$ cat config.mk
export PLATFORM = sky130hd
export DESIGN_NAME = clk_div_multi_flat
export DESIGN_NICKNAME = d
export VERILOG_FILES = /design/src/rtl/clk_div_multi_if.sv /design/src/rtl/clk_div_multi.sv /design/src/flat_wrapper.sv
export SDC_FILE = /design/constraint.sdc
export NUM_CORES = 1
export LEC_CHECK = 0
export CORE_MARGIN = 10
export CORE_UTILIZATION = 55
export CTS_CLUSTER_DIAMETER = 100
export DETAILED_ROUTE_END_ITERATION = 8
export GPL_ROUTABILITY_DRIVEN = 0
export PLACE_DENSITY = 0.7
export SYNTH_ARGS = -nofsm -noshare
export SYNTH_HDL_FRONTEND = slang
export SYNTH_SLANG_ARGS = --single-unit
export TNS_END_PERCENT = 50
$ cat constraint.sdc
create_clock -name in_clk -period 7.4 [get_ports in_clk]
set_input_delay 1.48 -clock in_clk [delete_from_list [all_inputs] [get_ports in_clk]]
set_output_delay 1.48 -clock in_clk [all_outputs]
set_load 0.1 [all_outputs]
$ cat src/rtl/clk_div_multi_if.sv
// Config port for clk_div_multi: one valid/ready request
// carrying target channel, divisor and mode.
interface clk_div_multi_if #(
  parameter int CH = 2,
  parameter int CW = 16
);
  localparam int CHW = (CH > 1) ? $clog2(CH) : 1;

  logic           cfg_valid;
  logic           cfg_ready;
  logic [CHW-1:0] cfg_ch;
  logic [CW-1:0]  cfg_div;
  logic [1:0]     cfg_mode;

  modport master (
    output cfg_valid,
    output cfg_ch,
    output cfg_div,
    output cfg_mode,
    input  cfg_ready
  );

  modport slave (
    input  cfg_valid,
    input  cfg_ch,
    input  cfg_div,
    input  cfg_mode,
    output cfg_ready
  );
endinterface

$ cat src/rtl/clk_div_multi.sv
// Multi-channel programmable clock divider with tick strobes,
// boundary-applied reconfiguration and single-step mode.
module clk_div_multi #(
  parameter int CH          = 2,
  parameter int CW          = 16,
  parameter int DEFAULT_DIV = 20
) (
  input  logic          in_clk,
  input  logic          rst_n,
  clk_div_multi_if.slave cfg,
  input  logic [CH-1:0] step_req,
  output logic [CH-1:0] out_clk,
  output logic [CH-1:0] out_tick,
  output logic [CH-1:0] step_busy
);
  localparam int CHW = (CH > 1) ? $clog2(CH) : 1;
  localparam int NCH = 1 << CHW;

  typedef enum logic [1:0] {
    M_OFF  = 2'b00,
    M_RUN  = 2'b01,
    M_STEP = 2'b10
  } mode_t;

  logic [CH-1:0]  w_pend_v;
  logic [NCH-1:0] w_pend_x;
  logic [CW-1:0]  w_sdiv_in;
  mode_t          w_smode_in;

  // Unpopulated channel numbers read as never pending, so they
  // are accepted and silently dropped.
  always_comb begin
    w_pend_x = '0;
    w_pend_x[CH-1:0] = w_pend_v;
  end

  assign cfg.cfg_ready = ~w_pend_x[cfg.cfg_ch];
  assign w_sdiv_in = (cfg.cfg_div < CW'(2)) ? CW'(2)
                                            : cfg.cfg_div;
  assign w_smode_in = (cfg.cfg_mode == 2'b11) ? M_OFF
                                              : mode_t'(cfg.cfg_mode);

  for (genvar i = 0; i < CH; i++) begin : g_ch
    logic [CW-1:0] r_cnt, r_div, r_sdiv;
    logic [CW-1:0] w_cnt, w_div, w_sdiv, w_half;
    mode_t         r_mode, r_smode, w_mode, w_smode;
    logic          r_clk, r_tick, r_busy, r_pend;
    logic          w_clk, w_tick, w_busy, w_pend;
    logic          w_acc, w_wrap, w_hpt, w_apply;

    assign w_acc  = cfg.cfg_valid && cfg.cfg_ready
                 && (cfg.cfg_ch == CHW'(i));
    assign w_half = r_div >> 1;
    assign w_wrap = (r_cnt == r_div - CW'(1));
    assign w_hpt  = (r_cnt == w_half - CW'(1));

    // Shadow config only lands on a period boundary (or at once
    // when the channel is idle), which keeps the output glitch-free.
    always_comb begin
      w_apply = 1'b0;
      if (r_pend) begin
        unique case (r_mode)
          M_RUN:   w_apply = w_wrap;
          M_STEP:  w_apply = !r_busy || w_wrap;
          default: w_apply = 1'b1;
        endcase
      end
    end

    always_comb begin
      w_cnt   = r_cnt;
      w_div   = r_div;
      w_mode  = r_mode;
      w_clk   = r_clk;
      w_tick  = 1'b0;
      w_busy  = r_busy;
      w_pend  = r_pend;
      w_sdiv  = r_sdiv;
      w_smode = r_smode;
      if (w_apply) begin
        w_div  = r_sdiv;
        w_mode = r_smode;
        w_pend = 1'b0;
        w_cnt  = '0;
        w_busy = 1'b0;
        w_clk  = 1'b0;
        unique case (r_smode)
          M_RUN: begin
            w_clk  = 1'b1;
            w_tick = 1'b1;
          end
          M_STEP: begin
            if (step_req[i] && !r_busy) begin
              w_busy = 1'b1;
              w_clk  = 1'b1;
              w_tick = 1'b1;
            end
          end
          default: ;
        endcase
      end else begin
        unique case (r_mode)
          M_RUN: begin
            if (w_wrap) begin
              w_cnt  = '0;
              w_clk  = 1'b1;
              w_tick = 1'b1;
            end else begin
              w_cnt = r_cnt + CW'(1);
              if (w_hpt) w_clk = 1'b0;
            end
          end
          M_STEP: begin
            if (r_busy) begin
              if (w_wrap) begin
                w_cnt  = '0;
                w_busy = 1'b0;
                w_clk  = 1'b0;
              end else begin
                w_cnt = r_cnt + CW'(1);
                if (w_hpt) w_clk = 1'b0;
              end
            end else if (step_req[i]) begin
              w_cnt  = '0;
              w_busy = 1'b1;
              w_clk  = 1'b1;
              w_tick = 1'b1;
            end
          end
          default: begin
            w_cnt  = '0;
            w_clk  = 1'b0;
            w_busy = 1'b0;
          end
        endcase
      end
      if (w_acc) begin
        w_pend  = 1'b1;
        w_sdiv  = w_sdiv_in;
        w_smode = w_smode_in;
      end
    end

    always_ff @(posedge in_clk) begin
      if (!rst_n) begin
        r_cnt   <= '0;
        r_div   <= CW'(DEFAULT_DIV);
        r_mode  <= M_RUN;
        r_clk   <= 1'b0;
        r_tick  <= 1'b0;
        r_busy  <= 1'b0;
        r_pend  <= 1'b0;
        r_sdiv  <= CW'(DEFAULT_DIV);
        r_smode <= M_RUN;
      end else begin
        r_cnt   <= w_cnt;
        r_div   <= w_div;
        r_mode  <= w_mode;
        r_clk   <= w_clk;
        r_tick  <= w_tick;
        r_busy  <= w_busy;
        r_pend  <= w_pend;
        r_sdiv  <= w_sdiv;
        r_smode <= w_smode;
      end
    end

    assign out_clk[i]   = r_clk;
    assign out_tick[i]  = r_tick;
    assign step_busy[i] = r_busy;
    assign w_pend_v[i]  = r_pend;
  end
endmodule

$ cat src/flat_wrapper.sv
// flat-port wrapper written by rule: the top's interface ports become plain ports
module clk_div_multi_flat 
#(
  parameter int CH          = 2,
  parameter int CW          = 16,
  parameter int DEFAULT_DIV = 20
)
  (in_clk, rst_n, step_req, out_clk, out_tick, step_busy, cfg_cfg_valid, cfg_cfg_ch, cfg_cfg_div, cfg_cfg_mode, cfg_cfg_ready);
  clk_div_multi_if #(.CH(CH), .CW(CW)) cfg_i ();
  input  logic in_clk;
  input  logic rst_n;
  input  logic [CH-1:0] step_req;
  output logic [CH-1:0] out_clk;
  output logic [CH-1:0] out_tick;
  output logic [CH-1:0] step_busy;
  input wire logic [$bits(cfg_i.cfg_valid)-1:0] cfg_cfg_valid;
  input wire logic [$bits(cfg_i.cfg_ch)-1:0] cfg_cfg_ch;
  input wire logic [$bits(cfg_i.cfg_div)-1:0] cfg_cfg_div;
  input wire logic [$bits(cfg_i.cfg_mode)-1:0] cfg_cfg_mode;
  output wire logic [$bits(cfg_i.cfg_ready)-1:0] cfg_cfg_ready;
  assign cfg_i.cfg_valid = cfg_cfg_valid;
  assign cfg_i.cfg_ch = cfg_cfg_ch;
  assign cfg_i.cfg_div = cfg_cfg_div;
  assign cfg_i.cfg_mode = cfg_cfg_mode;
  assign cfg_cfg_ready = cfg_i.cfg_ready;
  clk_div_multi #(.CH(CH), .CW(CW), .DEFAULT_DIV(DEFAULT_DIV)) u_core (.in_clk(in_clk), .rst_n(rst_n), .cfg(cfg_i), .step_req(step_req), .out_clk(out_clk), .out_tick(out_tick), .step_busy(step_busy));
endmodule
==> results of run 1 <==
==> cells by family after synthesis <==
| logic type | synth area share, % |
|---|---|
| multiplexers | 5.74 |
| XOR/XNOR | 9.32 |
| adder cells (fa/ha/maj) | 2.49 |
| buffers and inverters | 6.89 |
| flip-flops | 31.8 |
| AO/OA/AOI/OAI | 18.6 |
| AND/OR/NAND/NOR | 25.2 |
==> worst min-delay path by stage <==
| stage | startpoint | end | slack (ns) |
|---|---|---|---|
| 2_1_floorplan | u_core.g_ch[0].r_sdiv[0] | u_core.g_ch[0].r_sdiv[0] | 0.44 |
| 3_3_place_gp | u_core.g_ch[1].r_sdiv[5] | u_core.g_ch[1].r_sdiv[5] | 0.44 |
| 3_5_place_dp | u_core.g_ch[1].r_sdiv[5] | u_core.g_ch[1].r_sdiv[5] | 0.45 |
| 4_1_cts | u_core.g_ch[1].r_sdiv[5] | u_core.g_ch[1].r_sdiv[5] | 0.46 |
| 5_1_grt | u_core.g_ch[1].r_sdiv[5] | u_core.g_ch[1].r_sdiv[5] | 0.48 |
| 6_report | u_core.g_ch[1].r_sdiv[7] | u_core.g_ch[1].r_sdiv[7] | 0.46 |
==> cells in the final DEF, fill, tap and decap left out, types with 8 or more instances in the layout <==
| master | synthesis | routed |
|---|---|---|
| and3_1 | 17 | 17 |
| clkbuf_16 | 0 | 9 |
| mux2i_1 | 37 | 37 |
| nor2_1 | 68 | 68 |
| inv_1 | 22 | 22 |
| nor3_1 | 27 | 27 |
| a311oi_1 | 16 | 16 |
| clkdlybuf4s50_1 | 0 | 30 |
| xnor2_1 | 49 | 49 |
| nand4_1 | 13 | 13 |
| nor4_1 | 16 | 16 |
| o21ai_0 | 16 | 16 |
| a31oi_1 | 15 | 15 |
| a21oi_1 | 52 | 51 |
| o211ai_1 | 10 | 10 |
| o211a_1 | 9 | 9 |
| nand2b_1 | 13 | 13 |
| dfxtp_1 | 112 | 112 |
| or3_1 | 10 | 10 |
| nand3_1 | 30 | 30 |
| ha_1 | 14 | 14 |
| xor2_1 | 26 | 26 |
| nand2_1 | 110 | 110 |
| nor3b_1 | 8 | 8 |
==> through the flow <==
stage,instances,total power [mW],setup slack [ns]
after CTS,1024,1.18,2.57
after detailed placement,1008,0.723,2.58
after global routing,1024,1.22,2.51
final,1024,1.17,2.56
after floorplan,878,0.691,2.86
after global placement,1008,0.721,2.57
==> power groups by stage <==
stage               Sequential (mW)  Clock, mW  Combinational (mW)
floorplan                     0.638          0              0.0532
global placement              0.643          0              0.0777
detailed placement            0.644          0              0.0795
CTS                           0.630      0.472              0.0797
global route                  0.632      0.501              0.0890
finish                        0.630      0.458              0.0803
==> critical path: cells and delay by family <==
family / cells / cell delay (ns)
mux: 1 / 0.20
buf+inv: 2 / 1.67
==> layout make-up <==
class | count | area [µm²]
fill | 1158 | 5080
tap | 172 | 215
inverter | 23 | 86.3
clock buffer | 11 | 233
clock inverter | 5 | 38.8
timing repair buffer | 36 | 345
multi-input combinational | 665 | 4320
sequential | 112 | 2240
==> metal layers <==
layer	wire, µm	up-vias	part of all wire, %	GRT usage [%]
met3	686	29	3.9	4.32
met1	7520	3001	43	22.6
met2	8870	163	51	34.2
met4	355	0	2.0	6.11
li1	-	3085	-	-
met5	0	-	0	0
==> registers in the layout, summed over array words and instances (netlist names) <==
register and count:
u_core.g_ch.r_clk 2, u_core.g_ch.r_pend 2, u_core.g_ch.r_smode 4, u_core.g_ch.r_sdiv 32
u_core.g_ch.r_cnt 32, u_core.g_ch.r_div 32, u_core.g_ch.r_tick 2, u_core.g_ch.r_mode 4
u_core.g_ch.r_busy 2
==> key figures, run 1 <==
Outcome
  • Status: complete, no violations

Pwr
  • Worst VDD drop: 0.000139 V
  • Cell-internal power: 0.881 mW
  • Comb pwr share: slightly below 7%
  • Pleak: about 2.7 nW
  • Clk network pwr share: 39.2%
  • Sw Pwr: 0.286 mW
  • Sequential share of power: 54.0%
  • Pwr dens: 156 mW/mm²
  • Sw Share: roughly 25%

STA
  • Hold Fails Final Rpt: 0
  • Tmin final: ~4.8 ns
  • Crit share post-route: 65.3%
  • Slew @ Worst Pin: 1.10 ns
  • Max_slew headroom: 26.7%
  • Fmax achieved: 207 MHz
  • RSZ-0062 raised after global routing: no
  • Clk_skew: 0.00755 ns
  • Setup violators final: 0
  • Max Slew Vio Count: 0
  • Sum Neg Setup Slack: 0 ns
  • Final Hold Slack: 0.455 ns

Global routing
  • First-pass GRT wire length: 28700 µm
  • GRT Overall Usage: 19.3%
  • Initial antenna violation count: 0
  • Largest net degree at the start of global routing: 63
  • Vias in the first global route: 5869
  • Total grt overflow: 0

Route
  • Routed len/inst: 17.0 µm
  • Drt total wl: around 17000 µm
  • Drc violations: 0
  • Detailed router's first-iteration violation count: 489
  • Pre-antenna DRT Iters: 5
  • DR vias: 6278
  • Final ANT Viol Nets: 0
  • Number of vias per cell: 6.13

CTS
  • Resize count post-CTS: 0
  • CTS Root Buffer Type: clkbuf_16
  • CTS tree: yes
  • Maximum clock insertion buffer count: 2
  • # Post-CTS Setup Buffers: 0
  • CTS buffer count: 9
  • Clock transition at the registers of the reported paths: ~0.070 ns
  • Clock sinks: 112
  • H-Tree Depth: 3
  • Hold_buf cts: 0
  • Worst-Skew Late Latency: 0.36 ns

Layout
  • Util after Layout: 59.5%
  • Nets: 885
  • Post-route cell area: 0.00748 mm²
  • Share of cells above drive strength 1: 5.28%
  • Area Overhead vs Synth: 6.20%
  • Inserted Diodes: 0

Yosys
  • Distinct cells, synth: 76
  • Ranking of synthesized cells by area: dfxtp_1 (32%), xnor2_1 (6.1%), nand2_1 (5.9%), mux2i_1 (5.3%), a21oi_1 (3.7%)
  • Yosys top cell area share: between 30% and 40%
  • Yosys top cell by area: dfxtp_1
  • Synth cell count leaders: dfxtp_1 (112), nand2_1 (110), nor2_1 (68)
  • Syn_nets: 916
  • Yosys reg bits: 112
  • Mapped Area: 0.00705 mm²
  • EDFF count, synth: 0
  • Yosys warns: 0
  • Share of flip-flops with an asynchronous set or reset: 0%
  • Post-Syn Instances: 878
  • Post-Syn Area per Cell: 8.03 µm²
  • Register area share after synthesis: 31.8%
  • Synth Flop Type: dfxtp_1
  • Top-count cell post-synth: dfxtp_1

Floorplanning
  • Num rows: 41
  • I/O pin cnt: 31
  • CORE AREA: about 0.013 mm²
  • Initial core utilization: 56.1%
  • Die X: 133 µm
  • Die area: 0.0177 mm²
  • Die Y: roughly 130 µm

Worst setup path
  • Crit path max-delay cell type: clkdlybuf4s50_1
  • FF-to-FF Start: u_core.g_ch[1].r_div[0]
  • CP required: 5.92 ns
  • Crit path cell chain: clkdlybuf4s50_1 -> mux2i_1 -> clkdlybuf4s50_1
  • Worst setup EP type: output pin
  • R2r endpoint: u_core.g_ch[1].r_clk
  • CP Class: primary input to output pin
  • CP Data Arrival Time: 3.36 ns
  • Worst Path Max Fanout: 3
  • Critical Path End: cfg_cfg_ready
  • R2R cell count: 10
  • Worst reg2reg setup slack: 3.41 ns
  • CP dominant cell by count: clkdlybuf4s50_1
  • Slowest stage delay, CP: 1.15 ns
  • Critical path startpoint: cfg_cfg_ch
  • Worst Setup Start Kind: primary input

Worst hold path
  • WHS Path Cells: 2
  • Hold crit path type: register to register

Place
  • I/O Buffers: 30
  • DP Area: 0.00721 mm²
  • Post-DP HPWL: 12800 µm

Job
  • Max-Cap Viols: 0
Power figures use the tool's default switching activity.
==> run 2, diff against run 1 <==
clock period = 4.65 ns   (was 7.4 ns; I/O delays follow)
==> key figures, run 2 (same netlist as run 1, synthesis figures left out) <==
CTS
  • Resize count post-CTS: 0 (unchanged)
  • Maximum clock insertion buffer count: 2 (unchanged)
  • # Post-CTS Setup Buffers: 0 (unchanged)
  • Hold_buf cts: 0 (unchanged)
  • Worst-Skew Late Latency: 0.36 ns (about the same)
  • CTS Root Buffer Type: clkbuf_16
  • CTS tree: yes
  • H-Tree Depth: 3 (unchanged)
  • Clock sinks: 112 (unchanged)
  • CTS buffer count: 9 (unchanged)
  • Clock transition at the registers of the reported paths: 0.08 ns (about the same)

Global routing
  • Initial antenna violation count: 0 (unchanged)
  • Vias in the first global route: 5860 (-0.15%)
  • GRT Overall Usage: 19.4% (+0.11 points)
  • Total grt overflow: 0 (unchanged)
  • First-pass GRT wire length: 29000 µm (+0.98%)
  • Largest net degree at the start of global routing: 34 (-46%)

Pwr
  • Cell-internal power: 1.43 mW (+63%)
  • Worst VDD drop: 0.000150 V (+7.8%)
  • Sw Share: 24.8% (+0.32 points)
  • Comb pwr share: 6.7% (-0.2 points)
  • Clk network pwr share: 40.6% (+1.4 points)
  • Total power: 1.91 mW (+63%)
  • Sw Pwr: 0.474 mW (+65%)
  • Pleak: 2.76 nW (+0.57%)
  • Pwr dens: 254 mW/mm² (+63%)
  • Sequential share of power: 52.7% (-1.3 points)

Floorplanning
  • Die X: 133 µm (unchanged)
  • I/O pin cnt: 31 (unchanged)
  • Num rows: 41 (unchanged)
  • Die area: 0.0177 mm² (unchanged)
  • CORE AREA: 0.0126 mm² (unchanged)
  • Initial core utilization: 56.1% (unchanged)
  • Die Y: 133 µm (unchanged)

Place
  • Post-DP HPWL: 13000 µm (+1.4%)
  • I/O Buffers: 30 (unchanged)
  • Post-Place Cells: 1009 (+0.099%)
  • Setup WS pre-CTS: 0.969 ns (-1.61 ns)

Worst setup path
  • Worst Setup Start Kind: register
  • Worst Path Max Fanout: 13 (+10)
  • Worst setup EP type: register
  • CP Data Arrival Time: 3.93 ns (+0.57 ns)
  • CP Class: register to register
  • CP required: 4.90 ns (-1.02 ns)
  • Worst reg2reg setup slack: 0.96 ns (-2.45 ns)

Layout
  • Most common cell after layout, fill and taps aside: dfxtp_1
  • Largest regs: u_core.g_ch.r_cnt: 32 flops, u_core.g_ch.r_div: 32 flops, u_core.g_ch.r_sdiv: 32 flops
  • Inserted Diodes: 0 (unchanged)
  • Share of cells above drive strength 1: 5.63% (+0.35 points)
  • # fillers: 1147 (-0.95%)
  • Multi-input logic area: 0.00432 mm² (unchanged)
  • Most frequent cells in the layout: dfxtp_1 (112), nand2_1 (110), nor2_1 (68), a21oi_1 (51), xnor2_1 (49)
  • Register area: 0.00224 mm² (unchanged)
  • Area Overhead vs Synth: 6.57%
  • Nets: 886 (+0.11%)
  • Fin cells: 1025 (+0.098%)

STA
  • Fmax achieved: 271 MHz
  • Max Slew Vio Count: 0 (unchanged)
  • Hold Fails Final Rpt: 0 (unchanged)
  • Clk_skew: 0.00716 ns (-0.000389 ns)
  • RSZ-0062 raised after global routing: no
  • Tmin final: 3.69 ns
  • Crit share post-route: 79.3%
  • Slew @ Worst Pin: 1.09 ns (-0.00593 ns)
  • Post-route setup slack: 0.965 ns (-1.60 ns)
  • Max_slew headroom: 27.1% (+0.40 points)
  • Sum Neg Setup Slack: 0 ns (unchanged)
  • Setup violators final: 0 (unchanged)

Route
  • Detailed router's first-iteration violation count: 428 (-12%)
  • DR vias: 6270 (-0.13%)
  • Pre-antenna DRT Iters: 5 (unchanged)
  • Drc violations: 0 (unchanged)
  • Routed len/inst: 17.3 µm (+1.4%)
  • Drt total wl: 17700 µm (+1.5%)
  • Final ANT Viol Nets: 0 (unchanged)
  • Number of vias per cell: 6.12 (-0.22%)

Job
  • Max-Cap Viols: 0 (unchanged)

Worst hold path
  • Hold crit path type: register to register

Outcome
  • Status: complete, no violations
## run 2: cell count changes in the layout (fill, tap and decap cells not counted), sizes merged
cell / delta
inv: -2
clkdlybuf4s50: -1
clkinv: +1
clkbuf: +1
buf: +2
## run 2: layer usage
layer	global-route usage, %	wire length, µm	vias to the layer above
met5	0	0	-
met4	9.01	498	0
met3	2.82	696	33
met2	33.7	8730	179
met1	23.2	7770	2985
li1	-	-	3073
## run 2: worst paths after layout
check,endpoint,cells past startpoint,start
setup / recovery,u_core.g_ch[1].r_div[7],11,u_core.g_ch[1].r_div[0]
setup reg to reg,u_core.g_ch[1].r_div[7],11,u_core.g_ch[1].r_div[0]
hold reg to reg,u_core.g_ch[1].r_sdiv[7],2,u_core.g_ch[1].r_sdiv[7]
hold / removal,u_core.g_ch[1].r_sdiv[7],2,u_core.g_ch[1].r_sdiv[7]
## run 2: area by class of cell
type / count / share of cell area (%)
flip-flops and latches: 112 / 29.9
clock inverters: 4 / 0.483
well taps: 172 / 2.87
inverters: 23 / 1.15
clock buffers: 12 / 3.42
multi-input cells: 665 / 57.6
repair buffers: 37 / 4.67
## run 2: critical path: stages, from the launching register on
cell,delay [ns]
dfxtp_1,0.34
inv_1,0.12
ha_1,0.26
or4b_1,0.57
or3_1,0.38
a2111o_1,0.44
nor4b_2,0.31
nand3_1,0.16
a21oi_4,0.41
buf_4,0.31
mux2i_1,0.21
nor2_1,0.06
## run 2: power groups by stage
stage | registers (mW) | logic (mW) | clock network [mW]
after floorplan | 1.01 | 0.0847 | 0
after global placement | 1.03 | 0.123 | 0
after detailed placement | 1.03 | 0.126 | 0
after CTS | 1.00 | 0.127 | 0.788
after global routing | 1.01 | 0.139 | 0.832
final | 1.00 | 0.127 | 0.775
## run 2: metrics by stage
step	hold WS [ns]	utilization, %	cell area [µm²]
final	0.460	59.8	7510
after global routing	0.482	59.8	7510
after CTS	0.459	59.8	7510
after detailed placement	0.448	57.4	7220
after global placement	0.443	57.4	7220
after floorplan	0.436	-	7050
==> run 3, diff against run 2 <==
PLACE_DENSITY = 0.73   (was 0.7)
clock period = 3.1 ns   (was 4.65 ns; I/O delays follow)
==> key figures, run 3 (same netlist as run 1, synthesis figures left out) <==
Worst setup path
  • Slowest stage delay, CP: 0.44 ns (-0.13 ns)
  • Crit path max-delay cell type: or3_1
  • Crit path cell chain: inv_1 -> ha_1 -> nor3b_1 -> buf_4 -> nand4_1 -> or3_1 -> a22oi_1 -> nand4_1 -> a21oi_1 -> a211oi_1 -> a221o_1
  • Number of buffers and inverters on the critical path: 2 (unchanged)
  • Worst setup EP type: register
  • CP required: 3.35 ns (-1.55 ns)
  • CP Data Arrival Time: 3.34 ns (-0.59 ns)
  • Worst Setup Start Kind: register
  • Top delay family on crit path: simple AND/OR/NAND/NOR gates
  • CP Class: register to register
  • Worst Path Max Fanout: 7 (-6)
  • CP dominant cell by count: nand4_1

Global routing
  • First-pass GRT wire length: 30000 µm (+3.3%)
  • Total grt overflow: 0 (unchanged)
  • GRT Overall Usage: 19.9% (+0.48 points)
  • Vias in the first global route: 6282 (+7.2%)
  • Initial antenna violation count: 0 (unchanged)
  • Largest net degree at the start of global routing: 37 (+8.8%)

Pwr
  • Sw Share: 24.6% (-0.25 points)
  • Pwr dens: 347 mW/mm² (+37%)
  • Sw Pwr: 0.686 mW (+45%)
  • Sequential share of power: 54.0% (+1.3 points)
  • Worst VDD drop: 0.000347 V (+130%)
  • Comb pwr share: 7.4% (+0.7 points)
  • Cell-internal power: 2.10 mW (+47%)
  • Pleak: 3.03 nW (+9.9%)
  • Clk network pwr share: 38.6% (-2.0 points)

STA
  • Sum Neg Setup Slack: 0 ns (unchanged)
  • Max_slew headroom: 49.5% (+22 points)
  • Clk_skew: 0.00808 ns (+0.000921 ns)
  • Tmin final: 3.09 ns (-0.592 ns)
  • Slew @ Worst Pin: 0.747 ns (-0.343 ns)
  • Crit share post-route: 99.8% (+21 points)
  • Max Slew Vio Count: 0 (unchanged)
  • Hold Fails Final Rpt: 0 (unchanged)
  • Post-route setup slack: 0.00653 ns (-0.958 ns)
  • Final Hold Slack: 0.456 ns (-0.00478 ns)
  • Fmax achieved: 323 MHz (+19%)
  • RSZ-0062 raised after global routing: yes
  • Setup violators final: 0 (unchanged)

Layout
  • Share of cells above drive strength 1: 12.9% (+7.3 points)
  • Util after Layout: 64.0% (+4.2 points)
  • Fin cells: 1070 (+4.4%)
  • Nets: 932 (+5.2%)
  • Area Overhead vs Synth: 14.1%
  • Most common cell after layout, fill and taps aside: nand2_1
  • Largest regs: u_core.g_ch.r_cnt: 32 flops, u_core.g_ch.r_div: 32 flops, u_core.g_ch.r_sdiv: 32 flops
  • Inserted Diodes: 0 (unchanged)
  • Most frequent cells in the layout: nand2_1 (110), dfxtp_1 (109), nor2_1 (67), a21oi_1 (51)

Job
  • Max-Cap Viols: 0 (unchanged)

Route
  • Drc violations: 0 (unchanged)
  • Drt total wl: 18700 µm (+5.7%)
  • DR vias: 6558 (+4.6%)
  • Number of vias per cell: 6.13 (+0.19%)
  • Pre-antenna DRT Iters: 5 (unchanged)
  • Detailed router's first-iteration violation count: 514 (+20%)
  • Final ANT Viol Nets: 0 (unchanged)
  • Routed len/inst: 17.5 µm (+1.2%)

Outcome
  • Status: complete, no violations

CTS
  • CTS buffer count: 9 (unchanged)
  • H-Tree Depth: 3 (unchanged)
  • Clock transition at the registers of the reported paths: 0.07 ns (about the same)
  • CTS Root Buffer Type: clkbuf_16
  • Worst-Skew Late Latency: 0.36 ns (about the same)
  • Maximum clock insertion buffer count: 2 (unchanged)
  • Clock sinks: 112 (unchanged)
  • Hold_buf cts: 0 (unchanged)
  • CTS tree: yes

Worst hold path
  • Hold crit path type: register to register

Floorplanning
  • I/O pin cnt: 31 (unchanged)
  • Initial core utilization: 56.1% (unchanged)
  • Num rows: 41 (unchanged)
  • CORE AREA: 0.0126 mm² (unchanged)
  • Die Y: 133 µm (unchanged)
  • Die area: 0.0177 mm² (unchanged)
  • Die X: 133 µm (unchanged)

Place
  • Setup WS pre-CTS: -0.0333 ns (-1.00 ns)
  • Post-DP HPWL: 13600 µm (+4.4%)
  • I/O Buffers: 30 (unchanged)
  • Post-Place Cells: 1048 (+3.9%)
## run 3: layer usage
layer  global-route usage, %  vias up  part of all wire (%)
met5                       0        -                     0
met4                    7.62        0                   2.7
met3                    4.40       38                   4.5
met2                    35.4      201                    52
met1                    22.8     3149                    41
li1                        -     3170                     -
## run 3: power groups by stage
stage	logic, mW	registers (mW)	clock network, mW
after global routing	0.230	1.51	1.14
final	0.208	1.51	1.08
after detailed placement	0.204	1.54	0
after CTS	0.206	1.50	1.09
after floorplan	0.127	1.52	0
after global placement	0.198	1.54	0
## run 3: repair_timing
item / CTS / global route
cloned: 0 / 2
gates resized for setup: 1 / 21
pin swaps: 2 / 8
buffers inserted: 0 / 5
endpoints found under the setup margin: 18 / 72
## run 3: cell type report
cell class | count | area, µm²
Tap cell | 172 | 215
Timing Repair Buffer | 83 | 815
Clock buffer | 11 | 233
Inverter | 23 | 86.3
Fill cell | 1094 | 4530
Multi-Input combinational cell | 665 | 4410
Sequential cell | 112 | 2250
Clock inverter | 4 | 31.3
## run 3: worst paths after layout
path	start	to	slack (ns)	cells after the start
worst max-delay path	u_core.g_ch[1].r_div[2]	u_core.g_ch[1].r_clk	0.007	11
worst min register to register	u_core.g_ch[1].r_sdiv[12]	u_core.g_ch[1].r_sdiv[12]	0.46	2
worst max register to register	u_core.g_ch[1].r_div[2]	u_core.g_ch[1].r_clk	0.007	11
worst min-delay path	u_core.g_ch[1].r_sdiv[12]	u_core.g_ch[1].r_sdiv[12]	0.46	2
## run 3: worst reg2reg max path, cell delays in order (launching register included)
cell and delay, ns:
dfxtp_1 0.37, inv_1 0.14, ha_1 0.26, nor3b_1 0.23, buf_4 0.18, nand4_1 0.14, or3_1 0.44, a22oi_1 0.29
nand4_1 0.25, a21oi_1 0.29, a211oi_1 0.08, a221o_1 0.32
## run 3: through the flow
step                instance area [µm²]  total power [mW]
detailed placement                 7580              1.74
global placement                   7580              1.73
CTS                                7860              2.80
floorplan                          7060              1.65
finish                             8040              2.79
global route                       8040              2.88
